### config.mk
export PLATFORM = sky130hd
export DESIGN_NAME = pong_match_ctrl
export DESIGN_NICKNAME = d
export VERILOG_FILES = /design/src/rtl/pong_match_ctrl.sv
export SDC_FILE = /design/constraint.sdc
export NUM_CORES = 1
export LEC_CHECK = 0
export CORE_MARGIN = 4
export CORE_UTILIZATION = 45
export CTS_CLUSTER_SIZE = 10
export DETAILED_ROUTE_END_ITERATION = 8
export PLACE_DENSITY_LB_ADDON = 0.12
export SKIP_LAST_GASP = 1
export SLEW_MARGIN = 20
export SYNTH_ARGS = -nofsm -noshare
export SYNTH_HDL_FRONTEND = slang
export SYNTH_SLANG_ARGS = --single-unit
### constraint.sdc
create_clock -name vga_clk -period 3 [get_ports vga_clk]
set_clock_uncertainty 0.15 [all_clocks]
set_input_delay 0.3 -clock vga_clk [delete_from_list [all_inputs] [get_ports vga_clk]]
set_output_delay 0.3 -clock vga_clk [all_outputs]
set_load 0.01 [all_outputs]
### src/rtl/pong_match_ctrl.sv
// rtl/pong_match_ctrl.sv - Pong match sequencer: serve/rally/pause/point/over control,
// scoring, rally-length speed selection and winner declaration.
module pong_match_ctrl #(
  parameter int WIN_SCORE = 3,
  parameter int SERVE_DLY = 25_000_000,
  parameter int HITS_FAST = 4,
  parameter int CNT_W     = 25
) (
  input  logic       vga_clk,
  input  logic       sys_rst,
  input  logic       start_btn,
  input  logic       pause_btn,
  input  logic       point_l,
  input  logic       point_r,
  input  logic       paddle_hit,
  output logic       ball_hold,
  output logic       ball_en,
  output logic       speed_sel,
  output logic       serve_dir,
  output logic [3:0] score_l,
  output logic [3:0] score_r,
  output logic       game_over,
  output logic       winner,
  output logic [2:0] state
);

  typedef enum logic [2:0] {
    ST_IDLE  = 3'd0,
    ST_SERVE = 3'd1,
    ST_RALLY = 3'd2,
    ST_PAUSE = 3'd3,
    ST_POINT = 3'd4,
    ST_OVER  = 3'd5
  } state_t;

  localparam logic [CNT_W-1:0] SERVE_LAST = CNT_W'(SERVE_DLY - 1);
  localparam logic [3:0]       WIN_VAL    = 4'(WIN_SCORE);
  localparam logic [3:0]       HITS_VAL   = 4'(HITS_FAST);

  state_t           state_q, state_d;
  logic             prev_q, prev_d;
  logic [CNT_W-1:0] cnt_q, cnt_d;
  logic [3:0]       hits_q, hits_d;
  logic             speed_q, speed_d;
  logic             dir_q, dir_d;
  logic [3:0]       sl_q, sl_d, sr_q, sr_d;
  logic             go_q, go_d;
  logic             win_q, win_d;
  logic             hold_q, hold_d;
  logic             en_q, en_d;
  logic             start_rise;

  assign start_rise = start_btn & ~prev_q;

  always_comb begin
    state_d = state_q;
    prev_d  = start_btn;
    cnt_d   = cnt_q;
    hits_d  = hits_q;
    speed_d = speed_q;
    dir_d   = dir_q;
    sl_d    = sl_q;
    sr_d    = sr_q;
    go_d    = go_q;
    win_d   = win_q;
    case (state_q)
      ST_IDLE: begin
        if (start_rise) begin
          state_d = ST_SERVE;
          sl_d    = '0;
          sr_d    = '0;
          cnt_d   = '0;
          hits_d  = '0;
          speed_d = 1'b0;
        end
      end
      ST_SERVE: begin
        if (cnt_q == SERVE_LAST) state_d = ST_RALLY;
        else                     cnt_d   = cnt_q + 1'b1;
      end
      ST_RALLY: begin
        speed_d = (hits_q == HITS_VAL);
        // A point in the same cycle swallows any hit or pause request.
        if (point_l && point_r) begin
          state_d = ST_SERVE;
          cnt_d   = '0;
          hits_d  = '0;
          speed_d = 1'b0;
        end else if (point_l) begin
          sl_d    = sl_q + 1'b1;
          dir_d   = 1'b1;
          state_d = ST_POINT;
        end else if (point_r) begin
          sr_d    = sr_q + 1'b1;
          dir_d   = 1'b0;
          state_d = ST_POINT;
        end else begin
          if (paddle_hit && hits_q != HITS_VAL) hits_d = hits_q + 1'b1;
          if (pause_btn) state_d = ST_PAUSE;
        end
      end
      ST_PAUSE: begin
        if (pause_btn) state_d = ST_RALLY;
      end
      ST_POINT: begin
        if (sl_q == WIN_VAL) begin
          state_d = ST_OVER;
          go_d    = 1'b1;
          win_d   = 1'b0;
        end else if (sr_q == WIN_VAL) begin
          state_d = ST_OVER;
          go_d    = 1'b1;
          win_d   = 1'b1;
        end else begin
          state_d = ST_SERVE;
          cnt_d   = '0;
          hits_d  = '0;
          speed_d = 1'b0;
        end
      end
      ST_OVER: begin
        if (start_rise) begin
          state_d = ST_SERVE;
          sl_d    = '0;
          sr_d    = '0;
          go_d    = 1'b0;
          dir_d   = 1'b1;
          cnt_d   = '0;
          hits_d  = '0;
          speed_d = 1'b0;
        end
      end
      default: state_d = ST_IDLE;
    endcase
    hold_d = !(state_d == ST_RALLY || state_d == ST_PAUSE);
    en_d   = (state_d == ST_RALLY);
  end

  always_ff @(posedge vga_clk or posedge sys_rst) begin
    if (sys_rst) begin
      state_q <= ST_IDLE;
      prev_q  <= 1'b0;
      cnt_q   <= '0;
      hits_q  <= '0;
      speed_q <= 1'b0;
      dir_q   <= 1'b1;
      sl_q    <= '0;
      sr_q    <= '0;
      go_q    <= 1'b0;
      win_q   <= 1'b0;
      hold_q  <= 1'b1;
      en_q    <= 1'b0;
    end else begin
      state_q <= state_d;
      prev_q  <= prev_d;
      cnt_q   <= cnt_d;
      hits_q  <= hits_d;
      speed_q <= speed_d;
      dir_q   <= dir_d;
      sl_q    <= sl_d;
      sr_q    <= sr_d;
      go_q    <= go_d;
      win_q   <= win_d;
      hold_q  <= hold_d;
      en_q    <= en_d;
    end
  end

  assign ball_hold = hold_q;
  assign ball_en   = en_q;
  assign speed_sel = speed_q;
  assign serve_dir = dir_q;
  assign score_l   = sl_q;
  assign score_r   = sr_q;
  assign game_over = go_q;
  assign winner    = win_q;
  assign state     = state_q;

endmodule
==> metrics.txt, run 1 <==
GRT busiest layer=met2; Post-Route WL=6520 um; CTS tree=yes; Num CTS Buffers=5; syn nets=321; Clk Tree Root Cell=clkbuf_8; worst skew pair latency=300 ps; leading area contributor after synthesis=dfrtp_1; Port Buffer Count=23; met2 usage=27.7%; Register Area=1180 um2; worst slew pin tran=865 ps; cts hold-fix bufs=0; PD cells=526 nW/um2; critical-path cell list=ha_1 > nor3b_1 > o21ai_2 > o311ai_2 > or2_2 > a211o_1; Post-synth EDFFs=0; routed vias/inst=6.19; Ports=24; Leakage=1.29 nW; layout cells sized above 1=11.9%; worst path required time=3040 ps; DRC=0; synth warn=0; reg-to-reg startpoint=score_l[0]$_DFFE_PP0P_; # nets final=340; Area Growth Syn to Fin=13.6%; met1 usage=27.3%; initial antenna violation count=0; FP Rows=28; DRT Pass-1 Iters=5; RSZ-0062 raised after global routing=false; top cell type's share of synthesized area=38.8%; multi-input logic area=1550 um2; core area=6100 um2; main flop type after synthesis=dfrtp_1; CP startpoint kind=register; ant diodes=0; Synth Cell Area=2900 um2; maxcap violations=0; crit-path max cell delay=440 ps; initial DRC count=198; WL per Instance=16.1 um; setup TNS=0 ps; Setup Crit Path Kind=reg2reg; ranking of synthesized cells by area=dfrtp_1 39%, o31ai_1 9.1%, nand2_1 3.0%; Async SR Flop Fraction=100%; WP buf/inv=0; GP Congestion=0.853; first-pass GRT wire length=11400 um; Reg2Reg Depth=6; endpoint type of the worst setup path=register; vias=2499; clock slew at reported path FFs=90 ps; Cell Count Post-Placement=396; vias in the first global route=2321; height of the die=88.3 um; CTS Sinks=47; starting density of the core=47.6%; H-Tree Depth=2; Final min period=2510 ps; Post-Layout Cell Count=404; Slew headroom=42.3%; arrival time worst endpoint=2550 ps; total global routing overflow=0; top-count cell post-synth=dfrtp_1; top cells by count, synth=45 x dfrtp_1, 35 x o31ai_1, 23 x nand2_1; Total GRT Usage=18.3%; Post-CTS Resized=0; Post-DRT Antenna Nets=0; Clock Path Buffers=2; chip width=88.3 um; DP Wirelength=4590 um; Peak VDD IR=0.000304 V; largest net degree at the start of global routing=35; Slew Limit Fails=0; worst-path maximum fanout=12; worst flop-to-flop path endpoint=cnt_q[23]$_DFFE_PP0P_; register bit total from synthesis=47; sequential share of the synthesized area=40.7%; die area=7790 um2; highest clock rate=0.398 GHz; Hold Vio Cnt, Final=0; CP max-delay cell=dfrtp_1; syn avg cell area=9.38 um2; Fill cells=586; final hold slack=101 ps; status=finished, final reports clean; Post-Synthesis Cells=309; worst reg2reg setup slack=490 ps; path type of the worst min-delay path=in2async; Finish-stage setup viols=0; final period utilization=83.7%; met3 usage=2.98%; CP top delay family=compound AO/OA/AOI/OAI gates; post-CTS setup buffers=0; post-synthesis cell type count=59
[flip-flops by register name (all words and copies together) (netlist names)]
register and flops:
state 3, ball_en 1, hits_q 4, score_r 4, game_over 1, speed_sel 1
serve_dir 1, winner 1, ball_hold 1, prev_q 1, cnt_q 25, score_l 4
[report_power, final]
part	switching (W)	leakage [nW]	internal, W
clock	0.000228	0.0644	0.000332
sequential	0.000118	0.626	0.000712
combinational	0.000178	0.603	0.000164
total	0.000524	1.29	0.00121
[cell usage in the layout (no fill, tap or decap), types with 6 or more instances in the layout]
cell type / instances
nor3_1: 6
o31ai_1: 35
nor2_1: 19
nand3_1: 12
clkdlybuf4s50_1: 23
nand2_1: 23
inv_1: 11
buf_4: 8
xor2_1: 6
nand4_1: 9
dfrtp_1: 45
a31oi_1: 9
o21ai_0: 17
a21oi_1: 15
nand3b_1: 7
[through the flow]
stage	area (um2)	power, W	utilization, %	setup slack (ps)
detailed placement	3160	0.00118	51.8	326
finish	3290	0.00173	54.0	490
global placement	3160	0.00118	51.8	352
CTS	3290	0.00175	54.0	465
floorplan	2900	0.00105	-	821
global route	3290	0.00184	54.0	245
[cell type report]
cell class              instances  area share [%]
inverters                      12            1.37
flip-flops and latches         47            35.8
well taps                      75            2.85
multi-input cells             231            47.0
clock buffers                   5            2.09
repair buffers                 31            8.82
clock inverters                 3            2.05
[kinds of logic after synthesis]
kind of cell / after synthesis / share of synthesized area (%)
multiplexers: 1 / 0.388
adder cells (fa/ha/maj): 5 / 2.16
XOR/XNOR: 7 / 2.11
flip-flops: 47 / 40.7
AO/OA/AOI/OAI: 100 / 24.3
buffers and inverters: 31 / 5.96
AND/OR/NAND/NOR: 118 / 24.5
[metal layers]
metal  routed length, um  vias to the layer above
met1                3150                     1193
met4                  68                        0
met3                 399                        8
met2                2910                       85
met5                   0                        -
li1                    -                     1213
[worst register-to-register path, stage by stage, from the launching register on]
cell      delay, ps
dfrtp_1         440
ha_1            230
nor3b_1         160
o21ai_2         330
o311ai_2        370
or2_2           430
a211o_1         290
[how the worst max path moves through the flow]
stage	start	to	cells after the start
CTS	score_l[0]$_DFFE_PP0P_	cnt_q[23]$_DFFE_PP0P_	6
global route	score_l[0]$_DFFE_PP0P_	cnt_q[14]$_DFFE_PP0P_	7
global placement	start_btn	cnt_q[6]$_DFFE_PP0P_	7
detailed placement	start_btn	cnt_q[6]$_DFFE_PP0P_	7
finish	score_l[0]$_DFFE_PP0P_	cnt_q[23]$_DFFE_PP0P_	6
floorplan	score_l[0]$_DFFE_PP0P_	cnt_q[23]$_DFFE_PP0P_	6
Note: power is estimated with default switching activity, not from simulation.
==> inputs of run 2 (changes only) <==
clock period = 2.5 ns   (was 3 ns; I/O delays follow)
==> run 2 against run 1 <==
Power is 9.7% higher. Critical endpoint is now cnt_q[2]$_DFFE_PP0P_. Non-clock buffer count is 11 higher. Flip-flop and latch count stayed put. Via count is 0.96% higher. Clock power is 15% lower. Cell count is 2.7% higher. Sequential share of layout area is 0.47 points lower. Critical path type unchanged.
==> metrics.txt, run 2 (synthesis gave the netlist of run 1 again) <==
FP Rows=28; initial antenna violation count=0; die area=7790 um2; ant diodes=0; routed vias/inst=6.08; chip width=88.3 um; switching share of power=33.9%; initial DRC count=156; height of the die=88.3 um; CTS tree=yes; Port Buffer Count=23; worst slew pin tran=559 ps; clock slew at reported path FFs=90 ps; worst skew pair latency=310 ps; Peak VDD IR=0.000387 V; Setup Crit Path Kind=reg2reg; Post-DRT Antenna Nets=0; DP Wirelength=4850 um; Biggest register=cnt_q; most frequent cells in the layout=45 x dfrtp_1, 35 x o31ai_1, 23 x nand2_1, 23 x clkdlybuf4s50_1; switching power total=0.000644 W; Total GRT Usage=19.0%; Clk Tree Root Cell=clkbuf_8; worst path required time=2540 ps; Flop pwr share=52.6%; WL per Instance=16.4 um; vias in the first global route=2411; vias=2523; PD cells=570 nW/um2; final core utilization=54.7%; CP startpoint kind=register; starting density of the core=47.6%; Clock Path Buffers=2; layout cells sized above 1=14.7%; maxcap violations=0; arrival time worst endpoint=2350 ps; number of flip-flops in the largest register=25; core area=6100 um2; setup TNS=0 ps; final period utilization=92.1%; worst reg2reg setup slack=200 ps; DRT Pass-1 Iters=4; reg-to-reg startpoint=cnt_q[17]$_DFFE_PP0P_; DRC=0; post-CTS setup buffers=0; Leakage=1.33 nW; cts hold-fix bufs=0; Clock power frac=25.0%; RSZ-0062 raised after global routing=false; Post-Route WL=6800 um; Final min period=2300 ps; worst flop-to-flop path endpoint=cnt_q[2]$_DFFE_PP0P_; GP Congestion=0.887; Slew Limit Fails=0; CTS Sinks=47; Area Growth Syn to Fin=15.1%; Reg2Reg Depth=5; Hold Vio Cnt, Final=0; Finish-stage setup viols=0; highest clock rate=0.434 GHz; first-pass GRT wire length=11700 um; combinational group share of total power=22.4%; H-Tree Depth=2; # nets final=351; Ports=24; total global routing overflow=0; Slew headroom=62.7%; endpoint type of the worst setup path=register; commonest non-fill, non-tap cell in the layout=dfrtp_1; Num CTS Buffers=5; path type of the worst min-delay path=in2async; status=finished, final reports clean; worst-path maximum fanout=14; largest net degree at the start of global routing=27; Internal=0.00126 W
[run 2: per-layer routing]
| layer | track usage, % | vias up | part of all wire [%] |
|---|---|---|---|
| met5 | 0 | - | 0 |
| met4 | 6.73 | 0 | 1.4 |
| met3 | 3.91 | 8 | 6.1 |
| met2 | 28.7 | 58 | 44 |
| met1 | 27.0 | 1227 | 49 |
| li1 | - | 1230 | - |
[run 2: final cells by class]
type                       instances  area [um2]
sequential                        47        1180
multi-input combinational        231        1560
tap                               75        93.8
timing repair buffer              42         373
clock buffer                       5        68.8
inverter                          12        45.0
clock inverter                     3        20.0
fill                             563        2760
[run 2: power groups by stage]
stage	clock [W]	combinational [W]	sequential, W
6_report	0.000476	0.000425	0.000999
4_1_cts	0.000497	0.000433	0.000996
3_5_place_dp	0	0.000434	0.00101
3_3_place_gp	0	0.000426	0.00100
2_1_floorplan	0	0.000303	0.000963
5_1_grt	0.000518	0.000487	0.00102
[run 2: worst max-delay path, stage by stage, from the launching register on]
cell and delay (ps):
dfrtp_1 470, nor4_1 510, nand4_2 290, o211ai_4 390, buf_4 280, o21ai_0 110
[run 2: worst max path at each step]
stage	start	to	slack [ps]
2_1_floorplan	score_l[0]$_DFFE_PP0P_	cnt_q[23]$_DFFE_PP0P_	320
3_3_place_gp	cnt_q[17]$_DFFE_PP0P_	cnt_q[2]$_DFFE_PP0P_	130
3_5_place_dp	cnt_q[17]$_DFFE_PP0P_	cnt_q[2]$_DFFE_PP0P_	140
4_1_cts	cnt_q[17]$_DFFE_PP0P_	cnt_q[2]$_DFFE_PP0P_	150
5_1_grt	cnt_q[17]$_DFFE_PP0P_	cnt_q[2]$_DFFE_PP0P_	70
6_report	cnt_q[17]$_DFFE_PP0P_	cnt_q[2]$_DFFE_PP0P_	200
[run 2: timing repair]
| item | 4_1_cts | 5_1_grt |
|---|---|---|
| endpoints found under the hold margin | 0 | 0 |
| gates resized for setup | 0 | 1 |
| setup endpoints to repair | 0 | 1 |
[run 2: through the flow]
stage / total power [W] / instances / instance area [um2] / setup slack [ps] / hold slack, ps
floorplan: 0.00127 / 309 / 2900 / 321 / 131
global placement: 0.00143 / 407 / 3240 / 135 / 324
detailed placement: 0.00144 / 407 / 3240 / 137 / 322
CTS: 0.00193 / 415 / 3330 / 147 / 92.0
global route: 0.00202 / 415 / 3340 / 74.7 / 123
finish: 0.00190 / 415 / 3340 / 198 / 85.6
